<file path="src/rtl/logic_unit_seq.sv">
// logic_unit_seq: multi-cycle bitwise logic unit for the ALU datapath.
//
// Applies one of eight bitwise operations to N-bit operands, CHUNK bits per
// clock, LSB slice first. A start/done handshake frames each operation. The
// result and flags are registered and only change on the edge that leaves
// DONE (or on reset).
//
// Optional feature: define LOGIC_UNIT_PARITY_EN to add the flagP output
// (XOR reduction of the result, accumulated per slice).
//
// Ports:
//   clk     - clock, rising edge
//   rst     - synchronous active-high reset
//   start   - request, accepted only while ready=1
//   op      - opcode (000 NOT, 001 AND, 010 OR, 011 XOR,
//             100 NAND, 101 NOR, 110 XNOR, 111 PASS), latched on accept
//   a, b    - operands, latched on accept (b unused for NOT and PASS)
//   ready   - high in IDLE
//   busy    - high in BUSY
//   done    - one-cycle pulse in the cycle before result/flags update
//   result  - registered result, held until the next done
//   flagZ   - result == 0
//   flagN   - result[N-1]
//   flagP   - XOR reduction of result (LOGIC_UNIT_PARITY_EN only)

module logic_unit_seq #(
    parameter int unsigned N     = 4,
    parameter int unsigned CHUNK = 1
) (
    input  logic         clk,
    input  logic         rst,
    input  logic         start,
    input  logic [2:0]   op,
    input  logic [N-1:0] a,
    input  logic [N-1:0] b,
    output logic         ready,
    output logic         busy,
    output logic         done,
    output logic [N-1:0] result,
    output logic         flagZ,
    output logic         flagN
`ifdef LOGIC_UNIT_PARITY_EN
    ,
    output logic         flagP
`endif
);

    localparam int unsigned NSLICE = N / CHUNK;
    localparam int unsigned IdxW   = (NSLICE > 1) ? $clog2(NSLICE) : 1;

    if (N < 1 || CHUNK < 1 || CHUNK > N || (N % CHUNK) != 0) begin : g_bad_params
        $error("logic_unit_seq: require N >= 1, 1 <= CHUNK <= N and N %% CHUNK == 0");
    end

    typedef enum logic [1:0] {StIdle, StBusy, StDone} state_e;

    state_e            state_q, state_d;
    logic [IdxW-1:0]   idx_q, idx_d;
    logic [2:0]        op_q, op_d;
    logic [N-1:0]      a_q, a_d;
    logic [N-1:0]      b_q, b_d;
    logic [N-1:0]      work_q, work_d;
    logic              nz_q, nz_d;      // set once any result bit is 1
    logic              load;
    logic [N-1:0]      result_q;
    logic              flagz_q, flagn_q;
`ifdef LOGIC_UNIT_PARITY_EN
    logic              par_q, par_d;
    logic              flagp_q;
`endif

    logic [CHUNK-1:0]  a_sl, b_sl, r_sl;
    int unsigned       base;

    function automatic logic [CHUNK-1:0] slice_op(input logic [2:0] o,
                                                  input logic [CHUNK-1:0] x,
                                                  input logic [CHUNK-1:0] y);
        logic [CHUNK-1:0] r;
        r = '0;
        case (o)
            3'b000:  r = ~x;
            3'b001:  r = x & y;
            3'b010:  r = x | y;
            3'b011:  r = x ^ y;
            3'b100:  r = ~(x & y);
            3'b101:  r = ~(x | y);
            3'b110:  r = ~(x ^ y);
            default: r = x;
        endcase
        return r;
    endfunction

    always_comb begin
        base = 32'(idx_q) * CHUNK;
        a_sl = a_q[base +: CHUNK];
        b_sl = b_q[base +: CHUNK];
        r_sl = slice_op(op_q, a_sl, b_sl);
    end

    always_comb begin
        state_d = state_q;
        idx_d   = idx_q;
        op_d    = op_q;
        a_d     = a_q;
        b_d     = b_q;
        work_d  = work_q;
        nz_d    = nz_q;
`ifdef LOGIC_UNIT_PARITY_EN
        par_d   = par_q;
`endif
        load    = 1'b0;
        case (state_q)
            StIdle: begin
                if (start) begin
                    op_d    = op;
                    a_d     = a;
                    b_d     = b;
                    work_d  = '0;
                    nz_d    = 1'b0;
`ifdef LOGIC_UNIT_PARITY_EN
                    par_d   = 1'b0;
`endif
                    idx_d   = '0;
                    state_d = StBusy;
                end
            end
            StBusy: begin
                work_d[base +: CHUNK] = r_sl;
                nz_d = nz_q | (|r_sl);
`ifdef LOGIC_UNIT_PARITY_EN
                par_d = par_q ^ (^r_sl);
`endif
                if (idx_q == IdxW'(NSLICE - 1)) begin
                    state_d = StDone;
                end else begin
                    idx_d = idx_q + IdxW'(1);
                end
            end
            StDone: begin
                // start is deliberately ignored here; outputs load on this exit edge.
                load    = 1'b1;
                state_d = StIdle;
            end
            default: state_d = StIdle;
        endcase
    end

    always_ff @(posedge clk) begin
        if (rst) begin
            state_q  <= StIdle;
            idx_q    <= '0;
            op_q     <= '0;
            a_q      <= '0;
            b_q      <= '0;
            work_q   <= '0;
            nz_q     <= 1'b0;
            result_q <= '0;
            flagz_q  <= 1'b0;
            flagn_q  <= 1'b0;
        end else begin
            state_q <= state_d;
            idx_q   <= idx_d;
            op_q    <= op_d;
            a_q     <= a_d;
            b_q     <= b_d;
            work_q  <= work_d;
            nz_q    <= nz_d;
            if (load) begin
                result_q <= work_q;
                flagz_q  <= ~nz_q;
                flagn_q  <= work_q[N-1];
            end
        end
    end

`ifdef LOGIC_UNIT_PARITY_EN
    always_ff @(posedge clk) begin
        if (rst) begin
            par_q   <= 1'b0;
            flagp_q <= 1'b0;
        end else begin
            par_q <= par_d;
            if (load) begin
                flagp_q <= par_q;
            end
        end
    end

    assign flagP = flagp_q;
`endif

    assign ready  = (state_q == StIdle);
    assign busy   = (state_q == StBusy);
    assign done   = (state_q == StDone);
    assign result = result_q;
    assign flagZ  = flagz_q;
    assign flagN  = flagn_q;

endmodule
</file>
<file path="config.mk">
export PLATFORM = sky130hd
export DESIGN_NAME = logic_unit_seq
export DESIGN_NICKNAME = d
export VERILOG_FILES = /design/src/rtl/logic_unit_seq.sv
export SDC_FILE = /design/constraint.sdc
export NUM_CORES = 1
export LEC_CHECK = 0
export BUFFER_PORTS_ARGS = -buffer_cell sky130_fd_sc_hd__buf_4
export CAP_MARGIN = 20
export CELL_PAD_IN_SITES_DETAIL_PLACEMENT = 1
export CELL_PAD_IN_SITES_GLOBAL_PLACEMENT = 1
export CORE_AREA = 2 2 49 74
export DETAILED_ROUTE_END_ITERATION = 16
export DIE_AREA = 0 0 51 76
export PLACE_DENSITY_LB_ADDON = 0.1
export SLEW_MARGIN = 20
export SYNTH_ARGS = -nofsm -noshare
export SYNTH_HDL_FRONTEND = slang
export SYNTH_SLANG_ARGS = --single-unit
</file>
<file path="constraint.sdc">
create_clock -name clk -period 3.18 [get_ports clk]
set_input_delay 0.477 -clock clk [delete_from_list [all_inputs] [get_ports clk]]
set_output_delay 0.477 -clock clk [all_outputs]
set_load 0.01 [all_outputs]
</file>
**Word level (Yosys, flattened, before mapping)**

Cells that the tools add are included.
W data, S select, Z words.

- Logic and storage cells: 57
- Output and inout bits: 9
- Bits in registers: 26
- Input bits: 14

- $add $sub $neg: 2
- Bitwise operators: 9
- Muxes and demuxes: 13
- Reductions and logical operators: 7
- Equality and inequality tests: 12
- Shift operators: 4

Operators with widths:

| operator | count |
|---|---|
| $neg A2 Y34 | 1 |
| $shift A1 B34 Y4 const A | 1 |
| $shiftx A1 B34 Y4 | 1 |
| $eq A3 B3 Y1 const B | 3 |
| $mux W2 | 4 |
| $pmux W2 S2 | 2 |
| $pmux W4 S2 | 1 |
| $shiftx A4 B3 Y1 | 2 |
| $pmux W1 S7 | 1 |
| $eq A3 B2 Y1 const B | 2 |
| $reduce_and A2 Y1 | 3 |
| $not A1 Y1 | 5 |
| $bwmux W4 | 1 |
| $eq A2 B2 Y1 const B | 2 |
| $mux W4 | 1 |
| $ne A2 B2 Y1 const B | 2 |
| $eq A3 B1 Y1 const B | 1 |
| $logic_not A3 Y1 | 1 |
| $reduce_and A3 Y1 | 1 |
| $add A2 B1 Y2 const B | 1 |
| $eq A2 B1 Y1 const B | 1 |
| $logic_not A2 Y1 | 1 |
| $mux W1 | 2 |
| $ne A2 B1 Y1 const B | 1 |
| other kinds (5) | 6 |

**Longest topological paths before layout**

Gate-level depths: netlist of the first run.

- Depth in word-level cells: 7
- Gate-level depth with buffers: 9
- Gate-level depth less buffers: 8

**Worst setup path after synthesis of the first run**

OpenSTA, ideal clock, no wires.

- Path type: register to register
- Start: reg idx_q[0]
- End: reg work_q[1]
- Buffers on the path: 1
- Clock period less this slack: 2.353 ns
- Library setup time: 0.096 ns
- Data arrival time: 2.257 ns
- Required time: 3.084 ns
- Setup slack: 0.827 ns
- Cell stages (with the launch flop): 10
- Cell sequence: dfxtp_1 -> buf_6 -> mux4_1 -> inv_1 -> ha_1 -> and4b_1 -> a31oi_1 -> a31oi_1 -> o22a_2 -> o41ai_2

- Longest elaborated chain between the ends: 7

Ends and longest elaborated chain:

| item | line | source |
|---|---|---|
| start: declaration | 58 | `logic [IdxW-1:0] idx_q, idx_d;` |
| start signal: assignment | 162 | `idx_q <= idx_d;` |
| $shiftx A4 B3 Y1 (on tied branches) | 95, 96 |  |
| $xor A1 B1 Y1, or another cell as far along | 84, 87 |  |
| $not A1 Y1 (on tied branches) | 87, 85, 86 |  |
| $pmux W1 S7 | 80 | `case (o)` |
| $shiftx A1 B34 Y4 | 128 | `work_d[base +: CHUNK] = r_sl;` |
| $bwmux W4 (*) | 128 |  |
| $pmux W4 S2 (*) | 112 | `case (state_q)` |
| end signal: assignment | 166 | `work_q <= work_d;` |
| end: declaration | 62 | `logic [N-1:0] work_q, work_d;` |

Every way passes the cells marked *; elsewhere a longest branch is shown, timed or not.
A chain may end at the register's enable or synchronous reset.

**Worst setup path in the final report of the first run**

Same ends and word-level chain as after synthesis.

==> impl_metrics.toml, run 1 <==
[critical_path]
reg2regPathDepth = 8
timing.rr.end = "work_q[1]"
crit_arrival_ps = 2850
cp_common_cell = "a31oi_1"
crit_required_ps = 3350
critical_path.endpoint_type = "flip-flop"
rrSetupSlack_ps = 500
crit_end = "work_q[1]"
critical_path.slowest_cell = "mux4_1"
cp_cell_sequence = "mux4_1 -> inv_1 -> ha_1 -> and4b_1 -> a31oi_1 -> a31oi_1 -> o22a_2 -> o41ai_2"
max_stage_delay_ps = 640
crit_path_max_fanout = 9
cp-startpoint = "idx_q[0]"
start_kind = "flip-flop"
path_class = "reg -> reg"
worstReg2RegStart = "idx_q[0]"

[synth]
yosysSeqAreaShare_pct = 39.6
syn_nets = 167
yosysTopAreaCell = "dfxtp_1"
yosys.cell_types.count = 41
yosys_register_bits = 25
syn-cell-area_um2 = 1260
yosysWarnings = 0
synthCells = 147
synth_area_leaders = "dfxtp_1, nand2_1, a21oi_1"
yosysTopAreaCellShare_pct = 39.6
syn_avg_cell_area_um2 = 8.60

[clock_tree]
htreeDepth = 1
clkSlewWorstSetupHoldPaths_ps = 90
root_buffer = "clkbuf_8"
cts_setup_buffers = 0
holdBufCountCts = 0
clock-sinks = 25
cts_resized = 0
cts_tree = "built"
clkLatencyLatePin_ps = 270
cts_made_buffers = 3
clockBufferDepth = 2

[grt]
grt_usage_pct = 17.9
antenna_found_initial = 0
grt_pass1_vias = 1154
grt_overflow = 0
grt_max_degree = 26
grt_pass1_wl_um = 5400

[die]
core_um2 = 3290
dieArea_um2 = 3880
die_h_um = 76
chipWidth_um = 51
ioPinCount = 23
num_rows = 26
initial_core_util_pct = 38.5

[placement]
gp_congestion = 0.879
placed_area_um2 = 1440
place_hpwl_um = 2450
port_buffers = 22

[detailed_routing]
routed_wl_um = 3180
routed_via_density = 5.28
drt_iter0_markers = 15
drt_pre_antenna_iters = 4
wire_per_inst_um = 15.3
ant_nets = 0
vias = 1099
drc_errors = 0

[sta]
min_period_over_period_pct = 84.3
setup_tns_ps = 0
clock_skew_ps = 3.14
rsz0062_at_grt = "false"
worstMarginPinSlew_ps = 434
relSlewSlack_pct = 71.1
hold_viol = 0
fin_crit_ps = 2680
setup_viol = 0
fmax_mhz = 373
final-max-slew-violation-count = 0

[final_layout]
regArea_um2 = 500
multiInputGateArea_um2 = 687
nets = 187
syn2layout_area_growth_pct = 17.7
diodes = 0
n_fill_cell = 398
stdcell_area_um2 = 1490
drive_gt1_share_pct = 23.5

[run_status]
status = "completed"

[pwr]
cellPowerDensity_nw_per_um2 = 426
ir_drop_v = 0.000207
cellLeakagePower_nw = 0.604

[flow_run]
maxCapViolCount = 0

[hold_path]
hold_path_class = "in -> reg"
[cell usage in the layout, fill, tap and decap left out, drive strengths merged]
cell      n
and3      2
o21ai     8
o41ai     1
or2b      2
nand2    24
o2111ai   1
clkbuf    4
a21o      1
a31oi     2
and2b     1
a211oi    1
nor2b     5
or3       1
a21oi    16
nand2b    1
or4       2
o22a      1
buf      24
ha        6
nor3      3
mux2i     4
and2      1
o311ai    1
mux4      2
o21bai    1
a22oi     1
and4b     1
inv       6
nor2     14
and3b     1
nand3     2
dfxtp    25
nand3b    1
[power breakdown]
group	leakage, nW	total, mW	switching, mW	internal, mW
clock	0.0228	0.190	0.100	0.0896
combinational	0.377	0.101	0.0534	0.0479
sequential	0.204	0.343	0.0166	0.326
total	0.604	0.634	0.170	0.464
[through the flow]
stage	hold slack, ps	instances	utilization (%)	setup slack [ps]	total power, mW
after floorplan	414	147	-	827	0.414
after global placement	432	204	43.9	688	0.446
after detailed placement	449	204	43.9	510	0.453
after CTS	448	208	45.3	467	0.646
after global routing	451	208	45.3	357	0.671
final	449	208	45.3	500	0.634
[registers in the layout (all words and copies together), names as in the netlist]
name     count
a_q          4
b_q          4
flagZ        1
work_q       4
state_q      2
op_q         3
idx_q        2
nz_q         1
result       4
[cell usage after synthesis, drive strengths merged]
cell type / count
and2: 1
mux4: 2
or2b: 2
nor3: 3
or3: 1
nand2: 24
clkdlybuf4s15: 1
a31oi: 2
nor2b: 5
o21bai: 1
and3: 2
buf: 3
nor2: 14
inv: 6
dfxtp: 25
nand2b: 1
o2111ai: 1
mux2i: 4
a22oi: 1
a211oi: 1
a21oi: 16
clkbuf: 5
o22a: 1
and4b: 1
or4: 2
nand3: 2
and3b: 1
and2b: 1
nand3b: 1
o41ai: 1
a21o: 1
o21ai: 8
ha: 6
o311ai: 1
[final cells by class]
cell class | count | share of cell area (%)
clock buffers | 4 | 3.03
inverters | 6 | 1.51
multi-input cells | 107 | 46.2
flip-flops and latches | 25 | 33.6
well taps | 42 | 3.53
repair buffers | 24 | 12.1
[layer usage]
metal / vias up / global-route usage (%) / part of all wire (%)
li1: 539 / - / -
met1: 526 / 20.1 / 40
met2: 26 / 33.1 / 55
met3: 8 / 2.16 / 3.5
met4: 0 / 5.95 / 2.2
met5: - / 0 / 0
[critical path: cells and delay by family, from the launching register on]
| kind | cells | cell delay (ps) |
|---|---|---|
| compound gates | 4 | 900 |
| flops | 1 | 530 |
| simple gates | 1 | 190 |
| buf+inv | 1 | 80 |
| mux | 1 | 640 |
| fa+ha+maj | 1 | 230 |
[logic make-up (layout without fill, tap and decap cells)]
family,Yosys count,count (layout),share of synthesized area (%)
buffers and inverters,15,34,6.04
muxes,6,6,7.03
AOI/OAI and AO/OA,34,34,16.4
DFF,25,25,39.6
adders and majority gates,6,6,5.94
and+or+nand+nor,61,61,25.0
[worst min-delay path by stage]
stage | startpoint | to | slack, ps | cells after the start
4_1_cts | b[0] | b_q[0] | 450 | 3
5_1_grt | op[0] | op_q[0] | 450 | 3
2_1_floorplan | nz_q | flagZ | 410 | 1
3_3_place_gp | nz_q | flagZ | 430 | 1
6_report | b[0] | b_q[0] | 450 | 3
3_5_place_dp | nz_q | flagZ | 450 | 1
(Power assumes the default switching activity.)
==> run 2: changes to the inputs <==
- clock period: 3.18 -> 2.7 ns (I/O delays scaled with it)
==> run 2 against run 1 <==
Net effect: via count fell by 2.1%; maximum frequency rose by 7.2%; first-iteration DRC count fell by 40%; non-clock buffer count did not move; die area did not move; worst hold slack got worse by 74 ps; critical path depth did not move; cell count did not move; utilization rose by 0.076 points; setup slack got worse by 300 ps; register-to-register slack got worse by 300 ps; critical path type unchanged; critical endpoint unchanged.
==> impl_metrics.toml, run 2 (same netlist as run 1, synthesis figures left out) <==
[run_status]
status = "completed"

[sta]
setup_viol = 0
hold_viol = 0
worstMarginPinSlew_ps = 462
setup_tns_ps = 0
rsz0062_at_grt = "false"
relSlewSlack_pct = 69.2
min_period_over_period_pct = 92.6
timing.final.ws_setup_ps = 200
fin_crit_ps = 2500
final-max-slew-violation-count = 0
fmax_mhz = 400
clock_skew_ps = 4.63

[critical_path]
cp-startpoint = "idx_q[0]"
crit_arrival_ps = 2680
crit_required_ps = 2880
critical_path.endpoint_type = "flip-flop"
reg2regPathDepth = 8
start_kind = "flip-flop"
path_class = "reg -> reg"
crit_end = "work_q[1]"
crit_path_max_fanout = 9
worstReg2RegStart = "idx_q[0]"
rrSetupSlack_ps = 200
timing.rr.end = "work_q[1]"

[final_layout]
drive_gt1_share_pct = 24.7
utilization_pct = 45.4
nets = 187
layout_common_cells = "nand2_1, dfxtp_1, buf_4, a21oi_1, nor2_1"
diodes = 0
syn2layout_area_growth_pct = 17.9

[clock_tree]
cts_made_buffers = 3
cts_setup_buffers = 0
clkSlewWorstSetupHoldPaths_ps = 90
cts_resized = 0
clkLatencyLatePin_ps = 270
cts_tree = "built"
clock-sinks = 25
clockBufferDepth = 2
holdBufCountCts = 0
root_buffer = "clkbuf_8"
htreeDepth = 1

[pwr]
cellLeakagePower_nw = 0.607
cellPowerDensity_nw_per_um2 = 499
ir_drop_v = 0.000214

[detailed_routing]
drt_iter0_markers = 9
ant_nets = 0
routed_wl_um = 2930
wire_per_inst_um = 14.1
routed_via_density = 5.17
drt_pre_antenna_iters = 3
drc_errors = 0
vias = 1076

[placement]
gp_congestion = 0.889
place_hpwl_um = 2230
port_buffers = 22
place_ws_ps = 98.3

[grt]
grt_max_degree = 26
grt_usage_pct = 16.5
grt_pass1_vias = 1116
grt_overflow = 0
grt_pass1_wl_um = 5020
antenna_found_initial = 0

[flow_run]
maxCapViolCount = 0

[die]
num_rows = 26
ioPinCount = 23
initial_core_util_pct = 38.5
die_h_um = 76
core_um2 = 3290
chipWidth_um = 51
dieArea_um2 = 3880

[hold_path]
hold_path_class = "in -> reg"
==> run 2: changes by cell type in the layout (fill, tap and decap cells not counted), sizes merged <==
cell / previous run / this run
clkbuf: 4 / 3
clkinv: 0 / 1
==> run 2: how the worst min path moves through the flow <==
stage	from	to	slack, ps	cells past startpoint
floorplan	nz_q	flagZ	410	1
global placement	nz_q	flagZ	440	1
detailed placement	nz_q	flagZ	450	1
CTS	b[2]	b_q[2]	370	3
global route	b[2]	b_q[2]	380	3
finish	b[0]	b_q[0]	380	3
==> run 2: where the power goes <==
part           internal, mW  total [mW]  switching (mW)  leakage, nW
registers             0.385       0.402          0.0177        0.204
logic                0.0563       0.118          0.0618        0.377
clock network         0.103       0.223           0.120       0.0255
==> run 2: area by class of cell <==
class	instances	area, um^2
tap	42	52.6
inverter	6	22.5
sequential	25	502
clock buffer	3	41.3
timing repair buffer	24	180
fill	410	1800
multi-input combinational	107	687
clock inverter	1	5.00
==> run 2: stage by stage <==
step / hold WS, ps / total power, mW / instance area [um^2] / std cells
after floorplan: 414 / 0.488 / 1260 / 147
after global placement: 442 / 0.525 / 1440 / 204
after detailed placement: 448 / 0.530 / 1440 / 204
after CTS: 372 / 0.756 / 1490 / 208
after global routing: 380 / 0.788 / 1490 / 208
final: 376 / 0.743 / 1490 / 208
==> run 2: worst max-delay path: stages (launching register included) <==
cell	delay (ps)
dfxtp_2	440
mux4_2	570
inv_1	100
ha_1	240
and4b_1	200
a31oi_1	190
a31oi_1	130
o22a_2	270
o41ai_2	270
==> run 2: routing by layer <==
layer	track usage, %	part of all wire [%]
met2	29.1	54
met3	1.96	3.3
met5	0	0
met4	5.68	0.85
met1	19.9	42
